[config.mk]
export PLATFORM = sky130hd
export DESIGN_NAME = riscv_bus_arbiter_flat
export DESIGN_NICKNAME = d
export VERILOG_FILES = /design/src/rtl/riscv_bus_pkg.sv /design/src/rtl/dualport_bus.sv /design/src/rtl/riscv_bus_arb_chan.sv /design/src/rtl/riscv_bus_arbiter.sv /design/src/flat_wrapper.sv
export SDC_FILE = /design/constraint.sdc
export NUM_CORES = 1
export LEC_CHECK = 0
export ABC_AREA = 1
export BUFFER_PORTS_ARGS = -buffer_cell sky130_fd_sc_hd__buf_2
export CAP_MARGIN = 20
export CORE_AREA = 2 2 163 165
export DETAILED_ROUTE_END_ITERATION = 16
export DIE_AREA = 0 0 165 167
export GPL_ROUTABILITY_DRIVEN = 0
export SLEW_MARGIN = 10
export SYNTH_ARGS = -nofsm -noshare
export SYNTH_HDL_FRONTEND = slang
export SYNTH_SLANG_ARGS = --single-unit
[constraint.sdc]
create_clock -name clk -period 3.4 [get_ports clk]
set_input_delay 0.51 -clock clk [delete_from_list [all_inputs] [get_ports clk]]
set_output_delay 0.51 -clock clk [all_outputs]
set_load 0.02 [all_outputs]
[src/rtl/riscv_bus_pkg.sv]
// riscv_bus_pkg
//   Shared types and default widths for the two-master memory bus arbiter.
//   arb_state_t : per-channel arbitration state (idle / locked to an owner)
//   arb_owner_t : master id (data stage = 0, fetch stage = 1)
package riscv_bus_pkg;

  typedef enum logic {ARB_IDLE, ARB_BUSY} arb_state_t;
  typedef enum logic {OWN_DATA, OWN_FETCH} arb_owner_t;

  localparam int ARB_ADDR_W = 32;
  localparam int ARB_DATA_W = 32;
  localparam int BE_W       = ARB_DATA_W / 8;

endpackage

[src/rtl/dualport_bus.sv]
// dualport_bus
//   Memory port with independent read and write channels.
//   master modport: drives rd/wr request, address, byte enables and write
//   data; receives rd/wr grants and read data (valid one cycle after rd_gnt).
interface dualport_bus #(
  parameter int ADDR_W = 32,
  parameter int DATA_W = 32
);
  localparam int BE_W = DATA_W / 8;

  logic              rd_req;
  logic [ADDR_W-1:0] rd_addr;
  logic [BE_W-1:0]   rd_be;
  logic              rd_gnt;
  logic [DATA_W-1:0] rd_data;

  logic              wr_req;
  logic [ADDR_W-1:0] wr_addr;
  logic [BE_W-1:0]   wr_be;
  logic [DATA_W-1:0] wr_data;
  logic              wr_gnt;

  modport master (
    output rd_req, rd_addr, rd_be,
    input  rd_gnt, rd_data,
    output wr_req, wr_addr, wr_be, wr_data,
    input  wr_gnt
  );

  modport slave (
    input  rd_req, rd_addr, rd_be,
    output rd_gnt, rd_data,
    input  wr_req, wr_addr, wr_be, wr_data,
    output wr_gnt
  );
endinterface

[src/rtl/riscv_bus_arb_chan.sv]
// riscv_bus_arb_chan
//   One arbitration channel (used for both read and write). Picks a winner
//   among two requesters, muxes the winner's payload to memory, forwards the
//   memory grant, and locks onto the owner while memory stalls.
//   Optional feature macro: RISCV_ARB_RR_EN (round-robin tie break via a
//   'last grantee' bit; otherwise master 0 wins every tie).
// Ports:
//   clk, rst     : clock, synchronous active-high reset
//   req, pay     : per-master request and packed payload (addr/be/data)
//   mem_gnt      : grant from memory
//   mem_req      : request toward memory
//   mem_pay      : selected payload, zero when nothing is driven
//   gnt          : per-master grant (combinational from mem_gnt)
//
//   state    | meaning
//   ARB_IDLE | no lock; winner chosen combinationally each cycle
//   ARB_BUSY | locked to owner_q until memory grants or owner drops req
module riscv_bus_arb_chan
  import riscv_bus_pkg::*;
#(
  parameter int PAY_W = 36
) (
  input  logic                  clk,
  input  logic                  rst,
  input  logic [1:0]            req,
  input  logic [1:0][PAY_W-1:0] pay,
  input  logic                  mem_gnt,
  output logic                  mem_req,
  output logic [PAY_W-1:0]      mem_pay,
  output logic [1:0]            gnt
);

  arb_state_t state_q, state_d;
  arb_owner_t owner_q, owner_d;
  logic       win;
  logic       sel;
  logic       active;

`ifdef RISCV_ARB_RR_EN
  logic last_q, last_d;

  // On a tie the master that was not granted most recently wins.
  always_comb begin
    if (req == 2'b11) win = ~last_q;
    else              win = ~req[0];
  end
`else
  always_comb begin
    win = ~req[0];
  end
`endif

  always_comb begin
    state_d = state_q;
    owner_d = owner_q;
    sel     = win;
    active  = 1'b0;
    case (state_q)
      ARB_IDLE: begin
        sel    = win;
        active = |req;
        if (active && !mem_gnt) begin
          state_d = ARB_BUSY;
          owner_d = arb_owner_t'(win);
        end
      end
      ARB_BUSY: begin
        sel    = logic'(owner_q);
        // Owner dropping its request is a protocol violation: release the lock.
        active = req[sel];
        if (!active || mem_gnt) state_d = ARB_IDLE;
      end
      default: state_d = ARB_IDLE;
    endcase

    mem_req  = active;
    mem_pay  = active ? pay[sel] : '0;
    gnt      = '0;
    gnt[sel] = active & mem_gnt;
  end

`ifdef RISCV_ARB_RR_EN
  always_comb begin
    last_d = last_q;
    if (active && mem_gnt) last_d = sel;
  end
`endif

  always_ff @(posedge clk) begin
    if (rst) begin
      state_q <= ARB_IDLE;
      owner_q <= OWN_DATA;
`ifdef RISCV_ARB_RR_EN
      last_q  <= 1'b1;
`endif
    end else begin
      state_q <= state_d;
      owner_q <= owner_d;
`ifdef RISCV_ARB_RR_EN
      last_q  <= last_d;
`endif
    end
  end

endmodule

[src/rtl/riscv_bus_arbiter.sv]
// riscv_bus_arbiter
//   Shares one dualport_bus memory port between the data stage (master 0)
//   and the fetch stage (master 1). Read and write channels arbitrate
//   independently; read data is steered back to the master whose read was
//   granted in the previous cycle.
//   Optional feature macro: RISCV_ARB_RR_EN (round-robin tie break).
// Ports:
//   clk, rst                         : clock, synchronous active-high reset
//   mx_rd_req/addr/be, mx_rd_gnt     : read request channel of master x
//   mx_rd_valid, mx_rd_data          : read return (data is 0 when not valid)
//   mx_wr_req/addr/be/data, mx_wr_gnt: write request channel of master x
//   mem_master                       : memory side bus
module riscv_bus_arbiter
  import riscv_bus_pkg::*;
#(
  parameter int ADDR_W = ARB_ADDR_W,
  parameter int DATA_W = ARB_DATA_W
) (
  input  logic                  clk,
  input  logic                  rst,

  input  logic                  m0_rd_req,
  input  logic [ADDR_W-1:0]     m0_rd_addr,
  input  logic [DATA_W/8-1:0]   m0_rd_be,
  output logic                  m0_rd_gnt,
  output logic                  m0_rd_valid,
  output logic [DATA_W-1:0]     m0_rd_data,
  input  logic                  m0_wr_req,
  input  logic [ADDR_W-1:0]     m0_wr_addr,
  input  logic [DATA_W/8-1:0]   m0_wr_be,
  input  logic [DATA_W-1:0]     m0_wr_data,
  output logic                  m0_wr_gnt,

  input  logic                  m1_rd_req,
  input  logic [ADDR_W-1:0]     m1_rd_addr,
  input  logic [DATA_W/8-1:0]   m1_rd_be,
  output logic                  m1_rd_gnt,
  output logic                  m1_rd_valid,
  output logic [DATA_W-1:0]     m1_rd_data,
  input  logic                  m1_wr_req,
  input  logic [ADDR_W-1:0]     m1_wr_addr,
  input  logic [DATA_W/8-1:0]   m1_wr_be,
  input  logic [DATA_W-1:0]     m1_wr_data,
  output logic                  m1_wr_gnt,

  dualport_bus.master           mem_master
);

  localparam int BW       = DATA_W / 8;
  localparam int RD_PAY_W = ADDR_W + BW;
  localparam int WR_PAY_W = ADDR_W + BW + DATA_W;

  logic [1:0][RD_PAY_W-1:0] rd_pay;
  logic [1:0][WR_PAY_W-1:0] wr_pay;
  logic [RD_PAY_W-1:0]      rd_mem_pay;
  logic [WR_PAY_W-1:0]      wr_mem_pay;
  logic [1:0]               rd_gnt;
  logic [1:0]               wr_gnt;

  assign rd_pay[0] = {m0_rd_addr, m0_rd_be};
  assign rd_pay[1] = {m1_rd_addr, m1_rd_be};
  assign wr_pay[0] = {m0_wr_addr, m0_wr_be, m0_wr_data};
  assign wr_pay[1] = {m1_wr_addr, m1_wr_be, m1_wr_data};

  riscv_bus_arb_chan #(.PAY_W(RD_PAY_W)) u_rd_chan (
    .clk     (clk),
    .rst     (rst),
    .req     ({m1_rd_req, m0_rd_req}),
    .pay     (rd_pay),
    .mem_gnt (mem_master.rd_gnt),
    .mem_req (mem_master.rd_req),
    .mem_pay (rd_mem_pay),
    .gnt     (rd_gnt)
  );

  riscv_bus_arb_chan #(.PAY_W(WR_PAY_W)) u_wr_chan (
    .clk     (clk),
    .rst     (rst),
    .req     ({m1_wr_req, m0_wr_req}),
    .pay     (wr_pay),
    .mem_gnt (mem_master.wr_gnt),
    .mem_req (mem_master.wr_req),
    .mem_pay (wr_mem_pay),
    .gnt     (wr_gnt)
  );

  assign {mem_master.rd_addr, mem_master.rd_be} = rd_mem_pay;
  assign {mem_master.wr_addr, mem_master.wr_be, mem_master.wr_data} = wr_mem_pay;

  assign m0_rd_gnt = rd_gnt[0];
  assign m1_rd_gnt = rd_gnt[1];
  assign m0_wr_gnt = wr_gnt[0];
  assign m1_wr_gnt = wr_gnt[1];

  // Read return: remember who was granted so next cycle's data goes there.
  arb_owner_t ret_owner_q, ret_owner_d;
  logic       ret_pend_q, ret_pend_d;

  always_comb begin
    ret_pend_d  = |rd_gnt;
    ret_owner_d = ret_owner_q;
    if (rd_gnt[1])      ret_owner_d = OWN_FETCH;
    else if (rd_gnt[0]) ret_owner_d = OWN_DATA;
  end

  always_ff @(posedge clk) begin
    if (rst) begin
      ret_pend_q  <= 1'b0;
      ret_owner_q <= OWN_DATA;
    end else begin
      ret_pend_q  <= ret_pend_d;
      ret_owner_q <= ret_owner_d;
    end
  end

  assign m0_rd_valid = ret_pend_q && (ret_owner_q == OWN_DATA);
  assign m1_rd_valid = ret_pend_q && (ret_owner_q == OWN_FETCH);
  assign m0_rd_data  = m0_rd_valid ? mem_master.rd_data : '0;
  assign m1_rd_data  = m1_rd_valid ? mem_master.rd_data : '0;

endmodule

[src/flat_wrapper.sv]
// flat-port wrapper written by rule: the top's interface ports become plain ports
module riscv_bus_arbiter_flat import riscv_bus_pkg::*;
#(
  parameter int ADDR_W = ARB_ADDR_W,
  parameter int DATA_W = ARB_DATA_W
)
  (clk, rst, m0_rd_req, m0_rd_addr, m0_rd_be, m0_rd_gnt, m0_rd_valid, m0_rd_data, m0_wr_req, m0_wr_addr, m0_wr_be, m0_wr_data, m0_wr_gnt, m1_rd_req, m1_rd_addr, m1_rd_be, m1_rd_gnt, m1_rd_valid, m1_rd_data, m1_wr_req, m1_wr_addr, m1_wr_be, m1_wr_data, m1_wr_gnt, mem_master_rd_req, mem_master_rd_addr, mem_master_rd_be, mem_master_rd_gnt, mem_master_rd_data, mem_master_wr_req, mem_master_wr_addr, mem_master_wr_be, mem_master_wr_data, mem_master_wr_gnt);
  dualport_bus #(.ADDR_W(ADDR_W), .DATA_W(DATA_W)) mem_master_i ();
  input  logic clk;
  input  logic rst;
  input  logic m0_rd_req;
  input  logic [ADDR_W-1:0] m0_rd_addr;
  input  logic [DATA_W/8-1:0] m0_rd_be;
  output logic m0_rd_gnt;
  output logic m0_rd_valid;
  output logic [DATA_W-1:0] m0_rd_data;
  input  logic m0_wr_req;
  input  logic [ADDR_W-1:0] m0_wr_addr;
  input  logic [DATA_W/8-1:0] m0_wr_be;
  input  logic [DATA_W-1:0] m0_wr_data;
  output logic m0_wr_gnt;
  input  logic m1_rd_req;
  input  logic [ADDR_W-1:0] m1_rd_addr;
  input  logic [DATA_W/8-1:0] m1_rd_be;
  output logic m1_rd_gnt;
  output logic m1_rd_valid;
  output logic [DATA_W-1:0] m1_rd_data;
  input  logic m1_wr_req;
  input  logic [ADDR_W-1:0] m1_wr_addr;
  input  logic [DATA_W/8-1:0] m1_wr_be;
  input  logic [DATA_W-1:0] m1_wr_data;
  output logic m1_wr_gnt;
  output wire logic [$bits(mem_master_i.rd_req)-1:0] mem_master_rd_req;
  output wire logic [$bits(mem_master_i.rd_addr)-1:0] mem_master_rd_addr;
  output wire logic [$bits(mem_master_i.rd_be)-1:0] mem_master_rd_be;
  input wire logic [$bits(mem_master_i.rd_gnt)-1:0] mem_master_rd_gnt;
  input wire logic [$bits(mem_master_i.rd_data)-1:0] mem_master_rd_data;
  output wire logic [$bits(mem_master_i.wr_req)-1:0] mem_master_wr_req;
  output wire logic [$bits(mem_master_i.wr_addr)-1:0] mem_master_wr_addr;
  output wire logic [$bits(mem_master_i.wr_be)-1:0] mem_master_wr_be;
  output wire logic [$bits(mem_master_i.wr_data)-1:0] mem_master_wr_data;
  input wire logic [$bits(mem_master_i.wr_gnt)-1:0] mem_master_wr_gnt;
  assign mem_master_rd_req = mem_master_i.rd_req;
  assign mem_master_rd_addr = mem_master_i.rd_addr;
  assign mem_master_rd_be = mem_master_i.rd_be;
  assign mem_master_i.rd_gnt = mem_master_rd_gnt;
  assign mem_master_i.rd_data = mem_master_rd_data;
  assign mem_master_wr_req = mem_master_i.wr_req;
  assign mem_master_wr_addr = mem_master_i.wr_addr;
  assign mem_master_wr_be = mem_master_i.wr_be;
  assign mem_master_wr_data = mem_master_i.wr_data;
  assign mem_master_i.wr_gnt = mem_master_wr_gnt;
  riscv_bus_arbiter #(.ADDR_W(ADDR_W), .DATA_W(DATA_W)) u_core (.clk(clk), .rst(rst), .m0_rd_req(m0_rd_req), .m0_rd_addr(m0_rd_addr), .m0_rd_be(m0_rd_be), .m0_rd_gnt(m0_rd_gnt), .m0_rd_valid(m0_rd_valid), .m0_rd_data(m0_rd_data), .m0_wr_req(m0_wr_req), .m0_wr_addr(m0_wr_addr), .m0_wr_be(m0_wr_be), .m0_wr_data(m0_wr_data), .m0_wr_gnt(m0_wr_gnt), .m1_rd_req(m1_rd_req), .m1_rd_addr(m1_rd_addr), .m1_rd_be(m1_rd_be), .m1_rd_gnt(m1_rd_gnt), .m1_rd_valid(m1_rd_valid), .m1_rd_data(m1_rd_data), .m1_wr_req(m1_wr_req), .m1_wr_addr(m1_wr_addr), .m1_wr_be(m1_wr_be), .m1_wr_data(m1_wr_data), .m1_wr_gnt(m1_wr_gnt), .mem_master(mem_master_i));
endmodule
; ---- Word level (Yosys, flattened, before mapping)
; Cells that the tools add are included.
[totals]
register_bits = 6
wordCells = 67
[classes]
magnitude_cmp = 6
n_mux = 28
reduce_logical = 18
n_bitwise = 9
[op_table]
columns = cell, count
row1 = $mux W68, 3
row2 = $mux W36, 3
row3 = $mux W32, 2
row4 = $mux W1, 12
row5 = $pmux W1 S2, 6
row6 = $lt A1 B2 Y1 const B, 4
row7 = $logic_and A1 B1 Y1, 6
row8 = $reduce_or A2 Y1, 3
row9 = $not A1 Y1, 5
row10 = $and A2 B2 Y2, 2
row11 = $logic_not A1 Y1, 4
row12 = $reduce_and A2 Y1, 2
row13 = $and A1 B1 Y1, 2
row14 = $demux W1 S1, 2
row15 = $ge A1 B1 Y1 const B, 2
row16 = $logic_or A1 B1 Y1, 2
row17 = $reduce_bool A2 Y1, 1

; ---- Depth between registers and ports, before layout
; Gate-level depths: netlist of run 1.
[logic_depth]
ltp_word = 9
ltp_mapped = 8
mapped_depth_nobuf = 7

; ---- By module
; A second synthesis of run 1 with hierarchy kept.
[unflattened]
cells_unflattened = 734
hier_area_um2 = 3505.9
[by_module_without_submodules]
columns = module, area_each_um2, cells_per_inst, n_inst
row1 = riscv_bus_arb_chan at u_core.u_wr_chan, 1928.1, 399, 1
row2 = riscv_bus_arb_chan at u_core.u_rd_chan, 1081.0, 221, 1
row3 = riscv_bus_arbiter, 496.7, 114, 1

; ---- Worst setup path before layout of run 1
; Ideal clock, no wire load.
[synth_timing]
path_type = input to output
from = input m1_wr_req
to = output m0_wr_gnt
t_required_ps = 2890
path_buffers = 1
t_arrival_ps = 1468
slack_ps = 1422
path_stages = 5
path_cell_list = nand2_1 nand2_1 inv_2 buf_2 nor3_1
[synth_via]
elab_chain_cells = 5
elab_cells_between_ends = 6
cone_classes = 3 x mux / 2 x bitwise / 1 x reduce/logical
[synth_lines]
columns = element, line_no
row1 = "start, declared", flat_wrapper.sv:28  ; input logic m1_wr_req;
row2 = $mux W1 (not written as such) (2 in series), riscv_bus_arb_chan.sv:70  ; active = req[sel];
row3 = $pmux W1 S2 (*), riscv_bus_arb_chan.sv:58  ; case (state_q)
row4 = net mem_master_wr_req, flat_wrapper.sv:38  ; output wire logic [$bits(mem_master_i.wr_req)-1:0] mem_master_wr_req;
row5 = $and A1 B1 Y1 (*), riscv_bus_arb_chan.sv:79  ; gnt[sel] = active & mem_gnt;
row6 = $and A2 B2 Y2 (no line) (*), -
row7 = "end, declared", flat_wrapper.sv:21  ; output logic m0_wr_gnt;
; Mark *: on every way through the listed nets, which the timed path passes. The rest lies on a longest branch. The select of a mux whose other input is x is not followed.

; ---- Worst setup path in the final report of run 1
[layout_timing]
from = register u_core.u_wr_chan.owner_q
to = output mem_master_wr_addr[25]
[layout_via]
elab_chain_cells = 4
elab_cells_between_ends = 7
cone_classes = 7 x mux
[layout_lines]
columns = element, line_no
row1 = "start, declared", riscv_bus_arb_chan.sv:34  ; arb_owner_t owner_q, owner_d;
row2 = "start signal, assigned", riscv_bus_arb_chan.sv:98  ; owner_q <= owner_d;
row3 = $pmux W1 S2 or $mux W1 (tied branches), "riscv_bus_arb_chan.sv:58, riscv_bus_arb_chan.sv:70"
row4 = $mux W68 (not written as such) or $mux W1 (tied branches), "riscv_bus_arb_chan.sv:77, riscv_bus_arb_chan.sv:70"
row5 = $mux W68 (not written as such) or $pmux W1 S2 (tied branches), "riscv_bus_arb_chan.sv:77, riscv_bus_arb_chan.sv:58"
row6 = $mux W68 (*), riscv_bus_arb_chan.sv:77  ; mem_pay = active ? pay[sel] : '0;
row7 = "end, declared", flat_wrapper.sv:39  ; output wire logic [$bits(mem_master_i.wr_addr)-1:0] mem_master_wr_addr;
; Mark *: on every way between the ends. The rest lies on a longest branch, timed or not. The select of a mux whose other input is x is not followed.

==> results.yml, run 1 <==
synth:
  synthCells: 501
  synthTopCellsByArea: "nand2_1 (26%), nor2_1 (24%), a21oi_1 (16%)"
  ys_seq_area_share_pct: 5.48
  avgSynthCellArea_um2: 4.38
  synth_largest_area_cell: "nand2_1"
  synthDominantCellAreaShare_pct: 26.0
  ys_seq_elements: 6
  syn-cell-area_um2: 2190
  ys_warn_count: 0
  yosys.cell_types.count: 16
  synthesis.nets: 749
pwr:
  power_density_nw_per_um2: 239
  p_leak_nw: 3.00
  ir_drop_uv: 133
routing:
  routed_wl_um: 13900
  vias: 4546
  wl_per_cell_um: 11.3
  ant_nets: 0
  drt-initial-drc-count: 270
  drt_pre_antenna_iters: 5
  drc_errors: 0
  vias_per_cell: 3.70
clocking:
  cts_root_buf: "clkbuf_16"
  insertion_delay_ns: 0.23
  path_clk_slew_ns: 0.04
  cts.sinks: 6
  cts_buffer_depth: 2
  htree_levels: 1
  numCtsBuffers: 3
  hold_buffers: 0
  postCtsSetupRepairBufs: 0
  cts_resized: 0
  cts_tree: "built"
worst_hold_path:
  hold_end: "u_core.u_wr_chan.state_q$_SDFF_PP0_"
  hold_path_startpoint: "mem_master_wr_gnt"
  hold_class: "input port to register"
  holdPathStages: 2
timing:
  slew-limit-headroom_pct: 40.2
  rsz0062_at_grt: "no"
  setup_viol: 0
  tns_ns: 0
  fmax_mhz: 406
  fin_ws_ns: 0.936
  post-route-period-util_pct: 72.5
  finalMaxSlewViolations: 0
  worst_pin_slew_ns: 0.895
  finalCriticalPeriod_ns: 2.46
  hold_violations: 0
  fin_worst_skew_ns: 0.00589
floorplan:
  coreArea_um2: 25800
  die_h_um: 167
  num_rows: 59
  ios: 424
  start_util_pct: 8.51
  die_area_um2: 27600
  fp.dieW_um: 165
global_routing:
  grt_max_degree: 70
  antenna_found_initial: 0
  grt_pass1_vias: 3900
  grt_pass1_wl_um: 19800
  grt_usage_pct: 8.90
  grt_overflow: 0
worst_setup_path:
  required_ns: 2.89
  critical_path.reg2reg.endpoint: "u_core.ret_owner_q$_SDFFE_PP0P_"
  rr_startpoint: "u_core.u_rd_chan.owner_q$_SDFFE_PP0P_"
  cp_max_fo: 44
  r2r_slack_ns: 1.87
  start_kind: "register"
  end_kind: "output port"
  path_class: "register to output port"
  reg2reg_depth: 8
  worstPathArrival_ns: 1.95
cells_and_area:
  area_growth_pct: 113
  diodes: 0
  drive_gt1_share_pct: 49.1
  nNetsFinal: 1145
  fill_cells: 3009
  layout_common_cells: "buf_2 (423), nand2_1 (152), nor2_1 (141)"
  layout.cells.most_common: "buf_2"
  utilization_pct: 18.1
placed_design:
  dp_hpwl_um: 11700
  dp_slack_ns: 0.965
  portBuffers: 423
run:
  max_cap_viol_count: 0
outcome:
  status: "completed"
## layout make-up
| type | count | area, um2 | area share, % |
|---|---|---|---|
| Clock buffer | 3 | 75.1 | 1.61 |
| Multi-Input combinational cell | 411 | 1700 | 36.3 |
| Inverter | 46 | 173 | 3.70 |
| Tap cell | 335 | 419 | 8.97 |
| Timing Repair Buffer | 429 | 2190 | 46.8 |
| Sequential cell | 6 | 120 | 2.57 |
## flip-flops by register name (all words and copies together) (netlist names)
register,count
u_core.u_wr_chan.owner_q,1
u_core.ret_pend_q,1
u_core.u_wr_chan.state_q,1
u_core.u_rd_chan.owner_q,1
u_core.u_rd_chan.state_q,1
u_core.ret_owner_q,1
## report_power, final
group          switching (mW)  internal [mW]
logic                   0.536          0.306
registers             0.00357         0.0753
clock network          0.0435          0.151
total                   0.583          0.532
## worst max path at each step
stage                                                     start                     end  slack, ns  cells after the start
after floorplan                                       m1_wr_req               m0_wr_gnt       1.42                      5
after global placement                                m0_wr_req  mem_master_wr_addr[10]       0.95                      8
after detailed placement                              m0_wr_req  mem_master_wr_addr[10]       0.97                      8
after CTS                 u_core.u_wr_chan.owner_q$_SDFFE_PP0P_  mem_master_wr_addr[28]       0.93                      7
after global routing      u_core.u_wr_chan.owner_q$_SDFFE_PP0P_   mem_master_wr_data[3]       0.71                      8
final                     u_core.u_wr_chan.owner_q$_SDFFE_PP0P_  mem_master_wr_addr[25]       0.94                      7
## metal layers
metal,track usage [%],vias to the layer above,part of all wire [%]
li1,-,2326,-
met1,10.2,1956,39
met2,16.8,258,51
met3,2.17,6,9.8
met4,1.06,0,0.81
met5,0,-,0
## per-stage QoR
stage	cells	hold slack, ns	instance area (um2)	power, mW
5_1_grt	1230	0.467	4670	1.21
4_1_cts	1230	0.453	4670	1.12
2_1_floorplan	501	0.441	2190	0.572
3_3_place_gp	1227	0.459	4600	0.916
3_5_place_dp	1227	0.464	4600	0.920
6_report	1230	0.457	4670	1.12
## cells in the mapped netlist
master,n
nand3_1,5
o21ai_1,3
dfxtp_1,6
clkbuf_1,9
nor2_1,141
buf_2,24
nor3_1,3
inv_2,5
o21ai_0,34
a21oi_1,71
nand2_2,1
buf_4,2
inv_1,41
buf_6,3
nand2_1,152
nand2_4,1
## worst max-delay path, cell delays in order, from the launching register on
cell and delay (ns):
dfxtp_1 0.29, inv_1 0.08, nand2_1 0.10, nand2_4 0.38
buf_4 0.38, nand2_1 0.13, a21oi_1 0.15, buf_2 0.18
## cells by family after synthesis
kind of cell	count (synthesis)	share of synthesized area, %
and+or+nand+nor	303	52.8
buffers and inverters	84	17.1
AOI/OAI and AO/OA	108	24.6
DFF	6	5.48
No activity file was read; power rests on OpenSTA's default activity.
==> inputs of run 2 (changes only) <==
--- a/config.mk
+++ b/config.mk
@@ -8,9 +8,9 @@
 export ABC_AREA = 1
 export BUFFER_PORTS_ARGS = -buffer_cell sky130_fd_sc_hd__buf_2
 export CAP_MARGIN = 20
-export CORE_AREA = 2 2 163 165
+export CORE_AREA = 2 2 165 167
 export DETAILED_ROUTE_END_ITERATION = 16
-export DIE_AREA = 0 0 165 167
+export DIE_AREA = 0 0 167 169
 export GPL_ROUTABILITY_DRIVEN = 0
 export SLEW_MARGIN = 10
 export SYNTH_ARGS = -nofsm -noshare
==> constraint.sdc (replaced) <==
create_clock -name clk -period 2.3 [get_ports clk]
set_input_delay 0.345 -clock clk [delete_from_list [all_inputs] [get_ports clk]]
set_output_delay 0.345 -clock clk [all_outputs]
set_load 0.02 [all_outputs]
==> run 2 against run 1 <==
Net effect:
- global-route usage fell by 0.49 points
- highest routed layer unchanged
- sequential share of layout area barely moved
- critical endpoint is now m1_wr_gnt
- largest cell class unchanged
- non-clock buffer count increased by 5
- final cell count is 0.89% higher
- first-iteration DRC count is 7.4% higher
==> results.yml, run 2 (same netlist as run 1, synthesis figures left out) <==
clocking:
  cts.sinks: 6
  cts_root_buf: "clkbuf_16"
  cts_buffer_depth: 2
  cts_tree: "built"
  postCtsSetupRepairBufs: 0
  insertion_delay_ns: 0.23
  cts_resized: 0
  htree_levels: 1
  path_clk_slew_ns: 0.04
  numCtsBuffers: 3
  hold_buffers: 0
cells_and_area:
  area_growth_pct: 116
  multi_input_comb_area_um2: 1700
  drive_gt1_share_pct: 49.3
  diodes: 0
  stdcell_count: 1241
  nNetsFinal: 1150
  layout_common_cells: "buf_2 (423), nand2_1 (152), nor2_1 (141)"
  layout.cells.most_common: "buf_2"
  fin_area_um2: 4740
  final-seq-area_um2: 120
  fill_cells: 3081
placed_design:
  dp_slack_ns: 0.439
  placed_area_um2: 4670
  portBuffers: 423
  dp.cells: 1238
  dp_hpwl_um: 11400
timing:
  fin_worst_skew_ns: 0.000221
  worst_pin_slew_ns: 0.914
  hold_violations: 0
  post-route-period-util_pct: 90.4
  tns_ns: 0
  fin_ws_ns: 0.220
  finalCriticalPeriod_ns: 2.08
  setup_viol: 0
  fmax_mhz: 481
  rsz0062_at_grt: "no"
  slew-limit-headroom_pct: 39.0
  finalMaxSlewViolations: 0
global_routing:
  grt_pass1_vias: 3879
  grt_max_degree: 70
  grt_pass1_wl_um: 19700
  grt_overflow: 0
  antenna_found_initial: 0
  grt_usage_pct: 8.41
run:
  max_cap_viol_count: 0
worst_hold_path:
  hold_class: "input port to register"
worst_setup_path:
  required_ns: 1.96
  max_stage_delay_ns: 0.37
  slowest_stage: "inv_2"
  end_kind: "output port"
  start_kind: "register"
  cp_max_fo: 32
  crit_path_cell_trace: "inv_1 > nand2_1 > nand2_1 > nand2_1 > inv_2 > buf_12 > nor3_1 > buf_2"
  worstPathArrival_ns: 1.73
  path_class: "register to output port"
  crit_top_cell: "nand2_1"
floorplan:
  coreArea_um2: 26500
  start_util_pct: 8.28
  ios: 424
  fp.dieW_um: 167
  die_h_um: 169
  num_rows: 60
  die_area_um2: 28200
routing:
  vias_per_cell: 3.65
  wl_per_cell_um: 11.0
  drt-initial-drc-count: 290
  ant_nets: 0
  routed_wl_um: 13600
  drc_errors: 0
  vias: 4532
  drt_pre_antenna_iters: 5
pwr:
  p_leak_nw: 3.03
  ir_drop_uv: 161
  power_density_nw_per_um2: 352
outcome:
  status: "completed"
## run 2: worst paths after layout
check | start | to | slack [ns] | cells past startpoint
worst max register to register | u_core.u_rd_chan.state_q$_SDFF_PP0_ | u_core.ret_owner_q$_SDFFE_PP0P_ | 1.03 | 6
worst min register to register | u_core.u_rd_chan.owner_q$_SDFFE_PP0P_ | u_core.u_rd_chan.owner_q$_SDFFE_PP0P_ | 0.46 | 2
worst max-delay path | u_core.u_wr_chan.owner_q$_SDFFE_PP0P_ | m1_wr_gnt | 0.22 | 8
worst min-delay path | mem_master_wr_gnt | u_core.u_wr_chan.state_q$_SDFF_PP0_ | 0.29 | 2
## run 2: critical path: cells and delay by family, from the launching register on
family | cells | cell delay, ns
simple gates | 4 | 0.31
buf+inv | 4 | 0.87
flops | 1 | 0.29
## run 2: per-layer routing
metal | GRT usage, % | wire [um]
met5 | 0 | 0
met3 | 1.80 | 1090
met4 | 0.525 | 19
met1 | 10.8 | 5610
met2 | 15.1 | 6890
## run 2: layout make-up
class / count / share of cell area, %
flip-flops and latches: 6 / 2.53
well taps: 341 / 9.00
inverters: 46 / 3.64
repair buffers: 434 / 47.4
multi-input cells: 411 / 35.8
clock buffers: 3 / 1.58
## run 2: power by group
group / total, mW / internal, mW / leakage [nW] / switching [mW]
Sequential: 0.115 / 0.111 / 0.0495 / 0.00407
Combinational: 1.26 / 0.469 / 2.94 / 0.792
Clock: 0.296 / 0.224 / 0.0370 / 0.0713
## run 2: metrics by stage
stage	power, mW	hold slack, ns	util [%]
after floorplan	0.846	0.417	-
after global placement	1.37	0.457	17.6
after detailed placement	1.38	0.459	17.6
after CTS	1.69	0.292	17.9
after global routing	1.81	0.298	17.9
final	1.67	0.294	17.9
==> inputs of run 3 (changes only) <==
--- a/config.mk
+++ b/config.mk
@@ -12,6 +12,7 @@
 export DETAILED_ROUTE_END_ITERATION = 16
 export DIE_AREA = 0 0 167 169
 export GPL_ROUTABILITY_DRIVEN = 0
+export GPL_TIMING_DRIVEN = 0
 export SLEW_MARGIN = 10
 export SYNTH_ARGS = -nofsm -noshare
 export SYNTH_HDL_FRONTEND = slang
==> run 3 against run 2 <==
Net effect:
- clock power is 3% lower
- worst hold slack worse by 0.0013 ns
- fmax is 2.8% lower
- power is 2.1% higher
- routed wire length is 13% higher
- clock skew is 0.0057 ns higher
- count of clock-buffer cells in the layout stayed put
- flip-flop and latch count stayed put
- combinational power is 4% higher
- critical endpoint is now mem_master_wr_addr[3]
- non-clock buffer count is 27 higher
==> results.yml, run 3 (same netlist as run 1, synthesis figures left out) <==
outcome:
  status: "completed"
placed_design:
  portBuffers: 423
  dp_hpwl_um: 13400
  placed_area_um2: 4740
  dp_slack_ns: 0.360
clocking:
  insertion_delay_ns: 0.23
  cts_resized: 0
  htree_levels: 1
  cts_root_buf: "clkbuf_16"
  cts_buffer_depth: 2
  cts.sinks: 6
  cts_tree: "built"
  postCtsSetupRepairBufs: 0
  path_clk_slew_ns: 0.04
  hold_buffers: 0
  numCtsBuffers: 3
worst_setup_path:
  crit_path_cell_trace: "inv_1 > nand2_1 > nand2_4 > inv_2 > buf_2 > nand2_1 > a21oi_1 > buf_2"
  r2r_slack_ns: 1.18
  slowest_stage: "dfxtp_1"
  path_buf_inv: 4
  start_kind: "register"
  end_kind: "output port"
  path_class: "register to output port"
  required_ns: 1.96
  crit_family: "buffers and inverters"
  worstPathArrival_ns: 1.79
  cp_max_fo: 10
  max_stage_delay_ns: 0.30
global_routing:
  grt_pass1_wl_um: 21400
  grt_usage_pct: 9.37
  grt_pass1_vias: 3954
  grt_max_degree: 11
  grt_overflow: 0
  antenna_found_initial: 0
cells_and_area:
  layout.cells.most_common: "buf_2"
  diodes: 0
  nNetsFinal: 1177
  area_growth_pct: 119
  multi_input_comb_area_um2: 1700
  fill_cells: 3106
  drive_gt1_share_pct: 49.8
  layout_common_cells: "buf_2 (447), nand2_1 (152), nor2_1 (141)"
  final-seq-area_um2: 120
  utilization_pct: 18.2
  fin_area_um2: 4810
routing:
  drt-initial-drc-count: 314
  drc_errors: 0
  drt_pre_antenna_iters: 5
  wl_per_cell_um: 12.1
  routed_wl_um: 15400
  ant_nets: 0
  vias_per_cell: 3.69
  vias: 4683
timing:
  fmax_mhz: 467
  post-route-period-util_pct: 93.0
  finalMaxSlewViolations: 0
  fin_ws_ns: 0.160
  worst_pin_slew_ns: 0.524
  hold_violations: 0
  slew-limit-headroom_pct: 65.1
  finalCriticalPeriod_ns: 2.14
  fin_worst_skew_ns: 0.00588
  setup_viol: 0
  rsz0062_at_grt: "no"
  tns_ns: 0
run:
  max_cap_viol_count: 0
floorplan:
  die_area_um2: 28200
  coreArea_um2: 26500
  num_rows: 60
  start_util_pct: 8.28
  die_h_um: 169
  ios: 424
  fp.dieW_um: 167
pwr:
  power_density_nw_per_um2: 355
  ir_drop_uv: 164
  p_total_mw: 1.71
  p_leak_nw: 3.10
worst_hold_path:
  hold_class: "input port to register"
## run 3: layout make-up
cell class / instances / share of cell area (%)
inverter: 46 / 3.59
sequential: 6 / 2.50
multi-input combinational: 411 / 35.3
timing repair buffer: 423 / 44.0
buffer: 38 / 4.21
clock buffer: 3 / 1.56
tap: 341 / 8.87
## run 3: metal layers
| layer | up-vias | track usage, % | routed length [um] |
|---|---|---|---|
| li1 | 2394 | - | - |
| met3 | 6 | 1.57 | 1190 |
| met5 | - | 0 | 0 |
| met2 | 252 | 16.3 | 7560 |
| met1 | 2031 | 12.6 | 6590 |
| met4 | 0 | 0.600 | 51 |
## run 3: metrics by stage
step / std cells / hold WS (ns)
2_1_floorplan: 501 / 0.417
3_3_place_gp: 1265 / 0.456
3_5_place_dp: 1265 / 0.459
4_1_cts: 1268 / 0.285
5_1_grt: 1268 / 0.291
6_report: 1268 / 0.293
## run 3: worst register-to-register path, delay by kind of cell, from the launching register on
family | cells | cell delay [ns]
flops | 1 | 0.36
simple gates | 4 | 0.30
buf+inv | 1 | 0.21
compound gates | 1 | 0.13
## run 3: worst paths after layout
path,start,endpoint,cells past startpoint
setup / recovery,u_core.u_wr_chan.owner_q$_SDFFE_PP0P_,mem_master_wr_addr[3],8
hold / removal,mem_master_wr_gnt,u_core.u_wr_chan.state_q$_SDFF_PP0_,2
setup reg to reg,u_core.u_rd_chan.state_q$_SDFF_PP0_,u_core.ret_owner_q$_SDFFE_PP0P_,6
hold reg to reg,u_core.u_rd_chan.owner_q$_SDFFE_PP0P_,u_core.u_rd_chan.owner_q$_SDFFE_PP0P_,2
## run 3: power by group
| group | switching (mW) | total, mW | internal (mW) |
|---|---|---|---|
| registers | 0.00389 | 0.115 | 0.111 |
| clock network | 0.0623 | 0.286 | 0.224 |
| logic | 0.831 | 1.31 | 0.474 |
